<file path="config.mk">
export PLATFORM = sky130hd
export DESIGN_NAME = aes_core_scheduler
export DESIGN_NICKNAME = d
export VERILOG_FILES = /design/src/rtl/aes_core_scheduler.sv
export SDC_FILE = /design/constraint.sdc
export NUM_CORES = 1
export LEC_CHECK = 0
export ABC_AREA = 0
export CELL_PAD_IN_SITES_DETAIL_PLACEMENT = 1
export CELL_PAD_IN_SITES_GLOBAL_PLACEMENT = 1
export CORE_AREA = 8 8 601 603
export CTS_CLUSTER_DIAMETER = 30
export DETAILED_ROUTE_END_ITERATION = 10
export DIE_AREA = 0 0 609 611
export PLACE_DENSITY_LB_ADDON = 0.25
export SLEW_MARGIN = 15
export SYNTH_ARGS = -nofsm -noshare
export SYNTH_HDL_FRONTEND = slang
export SYNTH_SLANG_ARGS = --single-unit
</file>
<file path="constraint.sdc">
create_clock -name clk -period 5 [get_ports clk]
set_clock_uncertainty 0.05 [all_clocks]
set_input_delay 1 -clock clk [delete_from_list [all_inputs] [get_ports clk]]
set_output_delay 1 -clock clk [all_outputs]
set_load 0.005 [all_outputs]
</file>
<file path="src/rtl/aes_core_scheduler.sv">
// Time-shares one non-pipelined mainAES core among NUM_REQ valid/ready requesters.
// Arbitration: fixed priority by default, round-robin when AES_SCHED_RR_EN is defined.
module aes_core_scheduler #(
  parameter int NUM_REQ      = 4,
  parameter int CORE_LATENCY = 12,
  parameter int ID_W         = $clog2(NUM_REQ)
) (
  input  logic                   clk,
  input  logic                   rst_n,
  input  logic [NUM_REQ-1:0]     req_valid,
  output logic [NUM_REQ-1:0]     req_ready,
  input  logic [NUM_REQ*128-1:0] req_data,
  input  logic [NUM_REQ*128-1:0] req_key,
  output logic [127:0]           core_input,
  output logic [127:0]           core_key,
  input  logic [127:0]           core_output,
  output logic                   resp_valid,
  input  logic                   resp_ready,
  output logic [127:0]           resp_data,
  output logic [ID_W-1:0]        resp_id
);

  localparam int CNT_W = $clog2(CORE_LATENCY + 1);

  typedef enum logic [1:0] {S_IDLE, S_BUSY, S_RESP} state_t;

  state_t            state_q, state_d;
  logic [CNT_W-1:0]  cnt_q;
  logic [ID_W-1:0]   gnt;
  logic              gnt_vld;
  logic              accept;
  logic              done;

`ifdef AES_SCHED_RR_EN
  logic [ID_W-1:0] ptr_q;
  logic [ID_W:0]   idx;

  // Descending scan: the last hit is the valid requester nearest the pointer.
  always_comb begin
    gnt     = '0;
    gnt_vld = 1'b0;
    idx     = '0;
    for (int k = NUM_REQ - 1; k >= 0; k--) begin
      idx = {1'b0, ptr_q} + (ID_W+1)'(k);
      if (idx >= (ID_W+1)'(NUM_REQ)) idx = idx - (ID_W+1)'(NUM_REQ);
      if (req_valid[idx[ID_W-1:0]]) begin
        gnt     = idx[ID_W-1:0];
        gnt_vld = 1'b1;
      end
    end
  end

  always_ff @(posedge clk or negedge rst_n) begin
    if (!rst_n) begin
      ptr_q <= '0;
    end else if (accept) begin
      ptr_q <= (gnt == ID_W'(NUM_REQ - 1)) ? '0 : gnt + ID_W'(1);
    end
  end
`else
  always_comb begin
    gnt     = '0;
    gnt_vld = 1'b0;
    for (int k = NUM_REQ - 1; k >= 0; k--) begin
      if (req_valid[k]) begin
        gnt     = ID_W'(k);
        gnt_vld = 1'b1;
      end
    end
  end
`endif

  assign accept = (state_q == S_IDLE) && gnt_vld;
  assign done   = (state_q == S_BUSY) && (cnt_q == CNT_W'(1));

  always_comb begin
    req_ready = '0;
    if (accept) req_ready[gnt] = 1'b1;
  end

  always_ff @(posedge clk or negedge rst_n) begin
    if (!rst_n) state_q <= S_IDLE;
    else        state_q <= state_d;
  end

  always_comb begin
    state_d = state_q;
    case (state_q)
      S_IDLE:  if (accept) state_d = S_BUSY;
      S_BUSY:  if (done) state_d = S_RESP;
      S_RESP:  if (resp_ready) state_d = S_IDLE;
      default: state_d = S_IDLE;
    endcase
  end

  always_ff @(posedge clk or negedge rst_n) begin
    if (!rst_n) begin
      core_input <= '0;
      core_key   <= '0;
      cnt_q      <= '0;
      resp_valid <= 1'b0;
      resp_data  <= '0;
      resp_id    <= '0;
    end else begin
      if (accept) begin
        core_input <= req_data[128*int'(gnt) +: 128];
        core_key   <= req_key[128*int'(gnt) +: 128];
        resp_id    <= gnt;
        cnt_q      <= CNT_W'(CORE_LATENCY);
      end else if (state_q == S_BUSY) begin
        cnt_q <= cnt_q - CNT_W'(1);
      end
      if (done) begin
        resp_data  <= core_output;
        resp_valid <= 1'b1;
      end else if (state_q == S_RESP && resp_ready) begin
        resp_valid <= 1'b0;
      end
    end
  end

endmodule

</file>
==> qor.csv <==
metric;value;unit
Setup Total Neg Slack;0;ns
fin nets;5083;
vias in the first global route;31510;
Hold Vio Cnt, Final;0;
fmax;253.0;MHz
clock sinks;393;
critical path startpoint;req_valid[2];
fin crit share;0.7904;
router iterations before antenna repair;5;
crit path max fanout;9;
largest net degree at the start of global routing;123;
Crit Path Class;input pin to output pin;
logic gate share of total power;0.372;
mapped cell area;23720;sq um
Final Critical Period;3.952;ns
post-CTS resize count;0;
DRT iter0 DRCs;1696;
gr usage total;0.1511;
Clk pwr share;0.411;
clock slew at reported path FFs;0.03;ns
post-synth top area share;0.4146;
R2R Path Start;state_q[1];
Synth cell types;31;
Synth area leader;dfrtp_1;
initial antenna violation count;259;
Syn Nets;3539;
Final setup viols;0;
max_cap viols;0;
r2r setup slk;2.43;ns
clock root buffer master;clkbuf_16;
share of cells above drive strength 1;0.1171;
synth top area cells;dfrtp_1, nor2b_1, a221oi_1;
Worst-Margin Slew;1.106;ns
Die W;609;um
worst r2r path cells;7;
hpwl dp;248400;um
worst path required time;3.95;ns
num rows;218;
register area share after synthesis;0.4146;
first-pass GRT wire length;369200;um
GPL Wtd Cong;0.8806;
synth-to-layout area growth;114.8;%
H-Tree Depth;4;
Seq cells post-synth;393;
Port-buffer cells;1549;
net load switching power;0.009264;W
Ports;1550;
Fillers;40610;
die height;611;um
Final Power;0.02713;W
Routed Antenna Nets;0;
Worst setup endpoint;req_ready[2];
drt total wl;295900;um
Slew Viols, Final;0;
synth warn;0;
vias;29990;
RSZ-0062 raised after global routing;false;
TritonCTS buffer count;191;
number of setup buffers added after CTS;0;
status;finished, final reports clean;
Initial Util;0.06751;
area of the core;351300;sq um
internal power;0.01787;W
hold_buf cts;0;
Cells after Synth;2378;
Sequential Power Share;0.217;
vias per std cell;3.430;
CTS tree;built;
Power Density;532.5;nW/um^2
CP endpoint kind;output pin;
per-cell routed wire length;33.84;um
clk buf depth;4;
total die area;372100;sq um
clock latency on the worst-skew pair;0.87;ns
reg2reg end;core_input[80];
CP arrival;2.90;ns
Startpoint Class;input pin;
Worst Hold Class;input pin to async pin;
static leakage;17.25;nW
Peak supply drop;313.7;uV
DRC errors left;0;
final core utilization;0.1450;
Net Sw Frac;0.3414;
max_slew headroom;0.2629;
syn avg cell area;9.974;sq um
GRT Residual Overflow;0;
[critical path: stages]
cell	delay [ns]
clkdlybuf4s50_1	0.46
buf_4	0.16
nor2b_4	0.56
and2_1	0.22
clkdlybuf4s50_1	0.51
[Yosys cell counts]
cell      number
a21oi_1      259
a221oi_1     255
a31oi_1        1
and2_1         3
and3_1         2
buf_1          4
buf_2         53
buf_6         27
clkbuf_1     188
dfrtp_1      393
ha_1           2
inv_1          3
mux2_2       128
nand2_1        7
nand2b_1       1
nand3_1        1
nand3b_1       1
nor2_1         9
nor2b_1      513
nor3_1         2
nor3b_1        1
nor4_1         1
o21a_1       256
o21ai_0        7
o221ai_1     255
o22ai_1        1
o31a_1         1
o31ai_1        1
o32a_1         1
or2_1          1
xnor2_1        1
[final cells by class]
cell class	count	area [sq um]	area share
antenna	51	127.6	0.002505
clock buffer	313	5723	0.1123
clock inverter	31	434.2	0.008521
inverter	3	11.26	0.0002210
multi-input combinational	1710	12610	0.2475
sequential	393	9834	0.1930
tap	4620	5781	0.1135
timing repair buffer	1623	16430	0.3225
[kinds of logic after synthesis]
family,Yosys count,share of synthesized area
buf+inv,275,0.05486
flops,393,0.4146
xor+xnor,1,0.0003693
compound gates,1037,0.3271
simple gates,542,0.1412
mux,128,0.06077
fa+ha+maj,2,0.001055
[per-layer routing]
layer | vias to the layer above | global-route usage | share of wire
li1 | 12450 | - | -
met1 | 15170 | 0.1552 | 0.36
met2 | 1657 | 0.2726 | 0.51
met3 | 610 | 0.07196 | 0.10
met4 | 108 | 0.04385 | 0.030
met5 | - | 0 | 0.0023
[power by group through the flow]
stage | clock (W) | sequential, W | combinational, W
2_1_floorplan | 0 | 0.00568 | 0.00296
3_3_place_gp | 0 | 0.00587 | 0.0104
3_5_place_dp | 0 | 0.00591 | 0.0104
4_1_cts | 0.0115 | 0.00591 | 0.0105
5_1_grt | 0.0117 | 0.00609 | 0.0107
6_report | 0.0112 | 0.00589 | 0.0101
[worst min-delay path by stage]
stage / endpoint / slack, ns / depth (start not counted)
floorplan: core_input[76] / 0.44 / 1
global placement: core_input[24] / 0.43 / 1
detailed placement: core_input[99] / 0.43 / 1
CTS: core_input[97] / 0.14 / 1
global route: core_key[5] / 0.15 / 1
finish: core_key[5] / 0.19 / 1
[cells in the final DEF (no fill, tap or decap), drive strengths merged, types with 9 or more instances in the layout]
master	count
clkbuf	313
a21oi	259
clkinv	18
dfrtp	393
clkdlybuf4s50	1545
nor2b	513
diode	51
o21a	256
mux2	128
a221oi	255
o221ai	255
nor2	9
buf	78
[state kept, by name, indices dropped and copies added, names as in the netlist]
signal	flops
core_input	128
resp_valid	1
resp_id	2
cnt_q	4
resp_data	128
core_key	128
state_q	2
[per-stage QoR]
stage	cells	hold WS (ns)	instance area, sq um	setup WS, ns
6_report	8744	0.1855	50950	1.048
2_1_floorplan	2378	0.4375	23720	1.982
5_1_grt	8719	0.1523	50890	0.9269
3_5_place_dp	8349	0.4294	44670	0.9613
4_1_cts	8693	0.1400	50820	0.9470
3_3_place_gp	8349	0.4251	44670	0.9499
Note: power is estimated with default switching activity, not from simulation.
==> variant: new RTL, same settings <==
Change the parameter `CORE_LATENCY` from 12 to 13.
--- a/src/rtl/aes_core_scheduler.sv
+++ b/src/rtl/aes_core_scheduler.sv
@@ -4,3 +4,3 @@
   parameter int NUM_REQ      = 4,
-  parameter int CORE_LATENCY = 12,
+  parameter int CORE_LATENCY = 13,
   parameter int ID_W         = $clog2(NUM_REQ)
Function: not settled (the Yosys comparison gave no result); the edit may change what the design does.
==> variant against the original RTL <==
- area after synthesis is essentially flat
- sequential cell count is the same
- routed wire length shrank 1.6%
- worst setup slack lost 0.30 ns
- fmax shrank 7.1%
- die area is the same
- sequential share of layout area is essentially flat
- total power shrank 0.72%
- final area shrank 0.22%
- critical path type is now flop to primary output
- critical endpoint is now req_ready[0]
==> variant: results <==
run_status:
  status: "finished, final reports clean"
placed_design:
  place_congestion: 0.911
  place_inst: 8345
  dp_hpwl_mm: 243
critical_path:
  crit_fanout: 8
  cpPeakStageDelay_ns: 0.88
  slowest_stage: "nor2_1"
layout:
  finalNonFillerCells: 8730
  drive_above_1_share: 0.118
  nNonClkBuffers: 1618
  buffer_area_frac: 0.321
  fillers: 40500
  num_antenna_cells: 50
  multi_input_area_um2: 12600
  nClkBuffers: 299
yosys:
  synth_nets: 3540
  synth-compound-area-share: 0.327
  yosys-top-cells-area: "dfrtp_1 (41%), nor2b_1 (14%), a221oi_1 (9.4%)"
  synth_fa_ha_area_frac: 0.00105
  seq_area_frac_synth: 0.415
  synthMuxAreaShare: 0.0608
  syn_area_per_cell_um2: 9.97
global_route:
  grt_pass1_wl_mm: 364
  grt.met1_usage: 0.156
  grt_use_met2: 0.264
  antenna_found_initial: 264
routing:
  drt_iter0_markers: 1874
  wl_met2_mm: 145
  wl_met3_mm: 32.0
  drt_wl_total_mm: 291
  vias_per_cell: 3.41
sta:
  relSlewSlack: 0.275
pwr:
  p_leak_nw: 17.2
  pwr-share-seq: 0.219
  total_power_mw: 26.9
  p_int_mw: 17.7
-- variant: path summary, 6_finish.rpt --
kind,startpoint,to,slack (ns),depth (start not counted)
max reg2reg,state_q[0]$_DFFE_PN0P_,core_input[104]$_DFFE_PN0P_,1.66,6
min,rst_n,core_input[69]$_DFFE_PN0P_,0.17,1
min reg2reg,core_input[125]$_DFFE_PN0P_,core_input[125]$_DFFE_PN0P_,0.43,1
max in group asynchronous,rst_n,resp_data[28]$_DFFE_PN0P_,3.55,2
max,state_q[0]$_DFFE_PN0P_,req_ready[0],0.74,3
min in group clk,core_input[125]$_DFFE_PN0P_,core_input[125]$_DFFE_PN0P_,0.43,1
-- variant: worst max-delay path, delay by kind of cell (launching register included) --
family | cells | cell delay [ns]
flip-flops | 1 | 0.63
AND/OR/NAND/NOR | 2 | 1.15
buffers and inverters | 1 | 0.62
-- variant: metrics by stage --
step	hold WS (ns)	instance area, um^2
floorplan	0.438	23700
global placement	0.425	44500
detailed placement	0.429	44600
CTS	0.125	50700
global route	0.167	50800
finish	0.175	50800
